--- config.mk ---
export PLATFORM = sky130hd
export DESIGN_NAME = arf_rw_ctrl
export DESIGN_NICKNAME = d
export VERILOG_FILES = /design/src/rtl/arf_rw_ctrl_pkg.sv /design/src/rtl/arf_rw_ctrl_rd_pipe.sv /design/src/rtl/arf_rw_ctrl.sv
export SDC_FILE = /design/constraint.sdc
export NUM_CORES = 1
export LEC_CHECK = 0
export CAP_MARGIN = 5
export CORE_MARGIN = 2
export CORE_UTILIZATION = 46
export CTS_CLUSTER_SIZE = 14
export DETAILED_ROUTE_END_ITERATION = 12
export PLACE_DENSITY = 0.8
export SLEW_MARGIN = 20
export SYNTH_ARGS = -nofsm -noshare
export SYNTH_HDL_FRONTEND = slang
export SYNTH_SLANG_ARGS = --single-unit
--- constraint.sdc ---
create_clock -name clk -period 2.3 [get_ports clk]
set_input_delay 0.345 -clock clk [delete_from_list [all_inputs] [get_ports clk]]
set_output_delay 0.345 -clock clk [all_outputs]
set_load 0.05 [all_outputs]
--- src/rtl/arf_rw_ctrl_pkg.sv ---
// Shared constants, types and helpers for the register-file request control stage.
package arf_rw_ctrl_pkg;

  localparam int unsigned DEPTH = 128;
  localparam int unsigned AW    = $clog2(DEPTH);
  localparam int unsigned DW    = 85;

  typedef enum logic [1:0] {
    RST_WAIT = 2'd0,
    INIT     = 2'd1,
    RUN      = 2'd2
  } state_t;

  // Array word: parity in bit DW, payload below it.
  typedef logic [DW:0] arr_word_t;

  // Even-parity bit for a payload.
  function automatic logic par_f(input logic [DW-1:0] d);
    return ^d;
  endfunction

endpackage

--- src/rtl/arf_rw_ctrl_rd_pipe.sv ---
// Three-stage read pipeline: array read request, data/bypass capture, response with parity check.
module arf_rw_ctrl_rd_pipe
  import arf_rw_ctrl_pkg::*;
(
  input  logic          clk,
  input  logic          rst,
  input  logic          i_rd_acc,
  input  logic [AW-1:0] i_rd_adr,
  input  logic          i_arr_wen,
  input  logic [AW-1:0] i_arr_wadr,
  input  logic [DW-1:0] i_arr_wpld,
  input  arr_word_t     i_arr_rdat,
  output logic          o_arr_ren,
  output logic [AW-1:0] o_arr_radr,
  output logic          o_rsp_vld,
  output logic [DW-1:0] o_rsp_dat,
  output logic          o_rsp_perr
);

  logic          r_ren;
  logic [AW-1:0] r_radr;
  logic          r_s2_vld;
  logic          r_s2_byp;
  logic [DW-1:0] r_byp;
  logic          r_rsp_vld;
  logic [DW-1:0] r_rsp_dat;
  logic          r_rsp_perr;
  logic          w_coll;

  // Array is read-before-write: a same-address write this cycle must reach the reader via bypass.
  assign w_coll = r_ren & i_arr_wen & (i_arr_wadr == r_radr);

  always_ff @(posedge clk) begin
    if (rst) begin
      r_ren      <= 1'b0;
      r_radr     <= '0;
      r_s2_vld   <= 1'b0;
      r_s2_byp   <= 1'b0;
      r_byp      <= '0;
      r_rsp_vld  <= 1'b0;
      r_rsp_dat  <= '0;
      r_rsp_perr <= 1'b0;
    end else begin
      r_ren    <= i_rd_acc;
      if (i_rd_acc) r_radr <= i_rd_adr;
      r_s2_vld <= r_ren;
      r_s2_byp <= w_coll;
      if (w_coll) r_byp <= i_arr_wpld;
      r_rsp_vld <= r_s2_vld;
      // Payload holds between responses; perr only meaningful alongside rsp_vld.
      if (r_s2_vld) begin
        r_rsp_dat  <= r_s2_byp ? r_byp : i_arr_rdat[DW-1:0];
        r_rsp_perr <= ~r_s2_byp & (par_f(i_arr_rdat[DW-1:0]) ^ i_arr_rdat[DW]);
      end else begin
        r_rsp_perr <= 1'b0;
      end
    end
  end

  assign o_arr_ren  = r_ren;
  assign o_arr_radr = r_radr;
  assign o_rsp_vld  = r_rsp_vld;
  assign o_rsp_dat  = r_rsp_dat;
  assign o_rsp_perr = r_rsp_perr;

endmodule

--- src/rtl/arf_rw_ctrl.sv ---
// Request-side control for the 128x86 1R1W register-file array: FSM, write path, read pipe.
// Optional post-reset zero-fill of the array is enabled by ARF_RW_CTRL_INIT_EN.
module arf_rw_ctrl
  import arf_rw_ctrl_pkg::*;
(
  input  logic          clk,
  input  logic          rst,
  input  logic          wr_vld,
  output logic          wr_rdy,
  input  logic [AW-1:0] wr_adr,
  input  logic [DW-1:0] wr_dat,
  input  logic          rd_vld,
  output logic          rd_rdy,
  input  logic [AW-1:0] rd_adr,
  output logic          rd_rsp_vld,
  output logic [DW-1:0] rd_rsp_dat,
  output logic          rd_rsp_perr,
  output logic          arr_wen,
  output logic [AW-1:0] arr_wadr,
  output arr_word_t     arr_wdat,
  output logic          arr_ren,
  output logic [AW-1:0] arr_radr,
  input  arr_word_t     arr_rdat,
  output logic          init_done
);

  state_t        r_state;
  state_t        w_state_nxt;
  logic          r_run;
  logic          r_wen;
  logic [AW-1:0] r_wadr;
  arr_word_t     r_wdat;
  logic          w_wen_nxt;
  logic [AW-1:0] w_wadr_nxt;
  arr_word_t     w_wdat_nxt;
  logic          w_wr_acc;
  logic          w_rd_acc;

`ifdef ARF_RW_CTRL_INIT_EN
  logic [AW-1:0] r_init_cnt;

  // Zero-fill sweep address; restarts from 0 on every reset.
  always_ff @(posedge clk) begin
    if (rst) begin
      r_init_cnt <= '0;
    end else if (r_state == INIT) begin
      r_init_cnt <= r_init_cnt + AW'(1);
    end
  end
`endif

  assign w_wr_acc = wr_vld & r_run;
  assign w_rd_acc = rd_vld & r_run;

  // State register.
  always_ff @(posedge clk) begin
    if (rst) begin
      r_state <= RST_WAIT;
    end else begin
      r_state <= w_state_nxt;
    end
  end

  // Next state and next array write-port values.
  always_comb begin
    w_state_nxt = r_state;
    w_wen_nxt   = w_wr_acc;
    w_wadr_nxt  = w_wr_acc ? wr_adr : r_wadr;
    w_wdat_nxt  = w_wr_acc ? {par_f(wr_dat), wr_dat} : r_wdat;
    case (r_state)
      RST_WAIT: begin
`ifdef ARF_RW_CTRL_INIT_EN
        w_state_nxt = INIT;
`else
        w_state_nxt = RUN;
`endif
      end
      INIT: begin
`ifdef ARF_RW_CTRL_INIT_EN
        w_wen_nxt  = 1'b1;
        w_wadr_nxt = r_init_cnt;
        w_wdat_nxt = '0;
        if (r_init_cnt == AW'(DEPTH - 1)) w_state_nxt = RUN;
`else
        w_state_nxt = RST_WAIT;
`endif
      end
      RUN:     w_state_nxt = RUN;
      default: w_state_nxt = RST_WAIT;
    endcase
  end

  // Registered write port and ready; clearing r_wen on reset squashes any pending write.
  always_ff @(posedge clk) begin
    if (rst) begin
      r_run  <= 1'b0;
      r_wen  <= 1'b0;
      r_wadr <= '0;
      r_wdat <= '0;
    end else begin
      r_run  <= (w_state_nxt == RUN);
      r_wen  <= w_wen_nxt;
      r_wadr <= w_wadr_nxt;
      r_wdat <= w_wdat_nxt;
    end
  end

  arf_rw_ctrl_rd_pipe u_rd_pipe (
    .clk        (clk),
    .rst        (rst),
    .i_rd_acc   (w_rd_acc),
    .i_rd_adr   (rd_adr),
    .i_arr_wen  (r_wen),
    .i_arr_wadr (r_wadr),
    .i_arr_wpld (r_wdat[DW-1:0]),
    .i_arr_rdat (arr_rdat),
    .o_arr_ren  (arr_ren),
    .o_arr_radr (arr_radr),
    .o_rsp_vld  (rd_rsp_vld),
    .o_rsp_dat  (rd_rsp_dat),
    .o_rsp_perr (rd_rsp_perr)
  );

  assign wr_rdy    = r_run;
  assign rd_rdy    = r_run;
  assign init_done = r_run;
  assign arr_wen   = r_wen;
  assign arr_wadr  = r_wadr;
  assign arr_wdat  = r_wdat;

endmodule

==> results.py <==
metrics = {
    "clocking": {
        "htreeDepth": 1,
        "cts_made_buffers": 31,
        "cts_buffer_depth": 3,
        "tritoncts": "built",
        "insertion_delay_ns": 0.55,
        "cts_setup_buffers": 0,
        "clk_pin_slew_ns": 0.06,
        "ctsResizeCount": 0,
        "hold_buffers": 0,
        "root_buffer": "clkbuf_16",
        "cts.sinks": 277,
    },
    "power": {
        "cellLeakagePower_nw": 5.89,
        "powerDensity_nw_per_um2": 757,
        "p_switching_w": 0.00369,
        "comb_power_share_pct": 23.4,
        "peakVddDrop_uv": 594,
        "pwr-share-seq_pct": 38.5,
        "p_int_w": 0.00945,
        "sw_frac_of_total_pct": 28.1,
        "p_clk_share_pct": 38.2,
    },
    "synth": {
        "netlist_instances": 1382,
        "synth_fp_nets": 1571,
        "synth_area_leaders": "dfxtp_1 47%, nand2_1 12%, xnor2_1 11%, a21oi_1 7.8%, mux2i_1 7.2%",
        "synth_xor_area_share_pct": 13.2,
        "ys_seq_area_share_pct": 47.2,
        "netlist_area_um2": 11700,
        "synthAdderAreaFrac_pct": 0,
        "synth_top_family_by_area": "simple AND/OR/NAND/NOR gates",
        "yosys.area_share.simple_pct": 15.4,
        "synth_most_common_cell": "nand2_1",
        "synth_cell_type_count": 23,
        "synth_top_area_share_pct": 47.2,
        "synth-warning-count": 0,
        "synth_edf_count": 0,
        "syn_avg_cell_area_um2": 8.50,
        "yosysTopAreaCell": "dfxtp_1",
        "ys_seq_elements": 277,
        "async_flop_share_pct": 0,
        "synth.area.mux_share_pct": 7.24,
        "netlist_top_cells_count": "367 x nand2_1, 277 x dfxtp_1, 184 x a21oi_1",
        "synth_compound_area_share_pct": 13.3,
        "ys.flop_type": "dfxtp_1",
    },
    "timing": {
        "fmax_mhz": 446,
        "post-route-min-period_ns": 2.24,
        "drv_slew": 0,
        "min_period_over_period_pct": 97.5,
        "tightest_slew_ns": 0.609,
        "clock_skew_ns": 0.00657,
        "hold_violations": 0,
        "setup_viol": 0,
        "rsz0062_at_grt": "false",
        "max_slew_margin_pct": 59.3,
        "fin_ws_ns": 0.0571,
    },
    "critical_path": {
        "arrival_ns": 1.90,
        "cp_cell_sequence": "clkdlybuf4s50_1",
        "startpoint_type": "register",
        "worstPathMaxFanout": 7,
        "cp_num_cells": 1,
        "crit_buf_inv": 1,
        "criticalPathCategory": "register to output port",
        "required_ns": 1.96,
        "worst_setup_path_end_kind": "output port",
        "critPathTopFamily": "buffers and inverters",
        "r2r_slack_ns": 0.31,
        "rr_worst_depth": 7,
        "worstReg2RegStart": "arr_wadr[0]$_SDFFE_PP0P_",
        "cp_slowest_stage_delay_ns": 0.87,
        "crit_slowest_cell": "clkdlybuf4s50_1",
        "crit_start": "init_done$_SDFF_PP0_",
    },
    "global_routing": {
        "antenna_found_initial": 3,
        "grt_max_degree": 92,
        "grt_pass1_vias": 11000,
        "grt-ovfl-total": 0,
        "grt_pass1_wl_um": 60300,
        "grt.total_usage_pct": 28.8,
    },
    "die": {
        "fp.dieW_um": 164,
        "coreArea_um2": 25100,
        "ios": 381,
        "rows": 58,
        "start_util_pct": 46.8,
        "die_h_um": 164,
        "die_area_um2": 26800,
    },
    "hold_path": {
        "hold_path_class": "input pin to register",
        "min-delay-start": "rst",
        "hold_depth": 2,
    },
    "drt": {
        "num_vias": 11000,
        "routed_wl_um": 39900,
        "wl_met2_um": 18800,
        "ant_nets": 0,
        "wl_met3_um": 2680,
        "drt_first_pass_iters": 5,
        "drc": 0,
        "first_iter_violations": 805,
        "route.layer.met1.wl_um": 16300,
        "highest_layer": "met5",
        "drt-wirelength-per-cell_um": 18.8,
        "vias_per_cell": 5.19,
    },
    "place": {
        "dpl_worst_slack_ns": -0.389,
        "gp_congestion": 0.886,
        "dp_hpwl_um": 28700,
        "portBuffers": 380,
        "postPlaceCellArea_um2": 16300,
    },
    "cells_and_area": {
        "fin_nets": 1958,
        "seqCellArea_um2": 5550,
        "multi_input_area_um2": 5800,
        "drive_gt1_share_pct": 7.81,
        "stdcell_area_um2": 17400,
        "fill_cells": 1968,
        "area_growth_pct": 47.8,
    },
    "run_status": {
        "status": "complete, no violations",
    },
    "job": {
        "drv_cap": 0,
    },
}
## power groups by stage
| stage | Combinational, W | Sequential [W] | Clock (W) |
|---|---|---|---|
| global route | 0.00328 | 0.00507 | 0.00528 |
| global placement | 0.00304 | 0.00515 | 0 |
| detailed placement | 0.00307 | 0.00516 | 0 |
| CTS | 0.00309 | 0.00505 | 0.00506 |
| floorplan | 0.00139 | 0.00562 | 0 |
| finish | 0.00307 | 0.00505 | 0.00502 |
## cells by family after synthesis
logic type / Yosys count
mux: 85
simple gates: 471
compound gates: 270
flops: 277
buf+inv: 104
xor+xnor: 175
## metrics by stage
stage / power [W] / util (%) / setup TNS [ns] / instances / hold slack [ns]
floorplan: 0.00701 / - / 0 / 1382 / 0.432
global placement: 0.00819 / 64.9 / -0.514 / 2066 / 0.437
detailed placement: 0.00822 / 64.9 / -0.550 / 2066 / 0.445
CTS: 0.0132 / 69.1 / 0 / 2122 / 0.238
global route: 0.0136 / 69.1 / 0 / 2124 / 0.279
finish: 0.0131 / 69.1 / 0 / 2124 / 0.258
## flip-flops by register name, summed over array words and instances, names as in the netlist
signal	count
arr_wadr	7
u_rd_pipe.o_arr_ren	1
u_rd_pipe.o_rsp_vld	1
arr_wdat	86
u_rd_pipe.r_byp	85
init_done	1
u_rd_pipe.o_arr_radr	7
u_rd_pipe.r_s2_byp	1
u_rd_pipe.r_s2_vld	1
arr_wen	1
u_rd_pipe.o_rsp_perr	1
u_rd_pipe.o_rsp_dat	85
## final timing paths
| path | end |
|---|---|
| worst max-delay path | rd_rdy |
| worst min register to register | u_rd_pipe.r_byp[36]$_SDFFE_PP0P_ |
| worst min-delay path | init_done$_SDFF_PP0_ |
| worst max register to register | u_rd_pipe.r_byp[61]$_SDFFE_PP0P_ |
## area by class of cell
class / instances / area share (%)
antenna: 2 / 0.0288
clock buffer: 49 / 5.72
clock inverter: 7 / 0.375
inverter: 1 / 0.0216
multi-input combinational: 1001 / 33.4
sequential: 277 / 32.0
tap: 330 / 2.38
timing repair buffer: 457 / 26.1
## cells in the final DEF, fill, tap and decap left out, drive strengths merged
cell / synthesis / layout
inv: 1 / 1
xor2: 28 / 28
nand3: 7 / 7
dfxtp: 277 / 277
and2: 2 / 2
and3: 1 / 1
clkdlybuf4s50: 0 / 379
nor4: 4 / 4
clkbuf: 79 / 50
nand2: 367 / 367
buf: 24 / 77
clkinvlp: 0 / 2
a21oi: 185 / 185
nor2b: 2 / 2
diode: 0 / 2
a211oi: 85 / 85
clkinv: 0 / 4
xnor3: 1 / 1
xnor2: 146 / 146
nor2: 87 / 87
bufinv: 0 / 1
mux2i: 85 / 85
nor3b: 1 / 1
## routing by layer
layer  track usage (%)  vias to the layer above
li1                  -                     5365
met1              36.1                     5125
met2              47.9                      425
met3              5.28                      116
met4              14.2                        2
met5                 0                        -
Note: power is estimated with default switching activity, not from simulation.
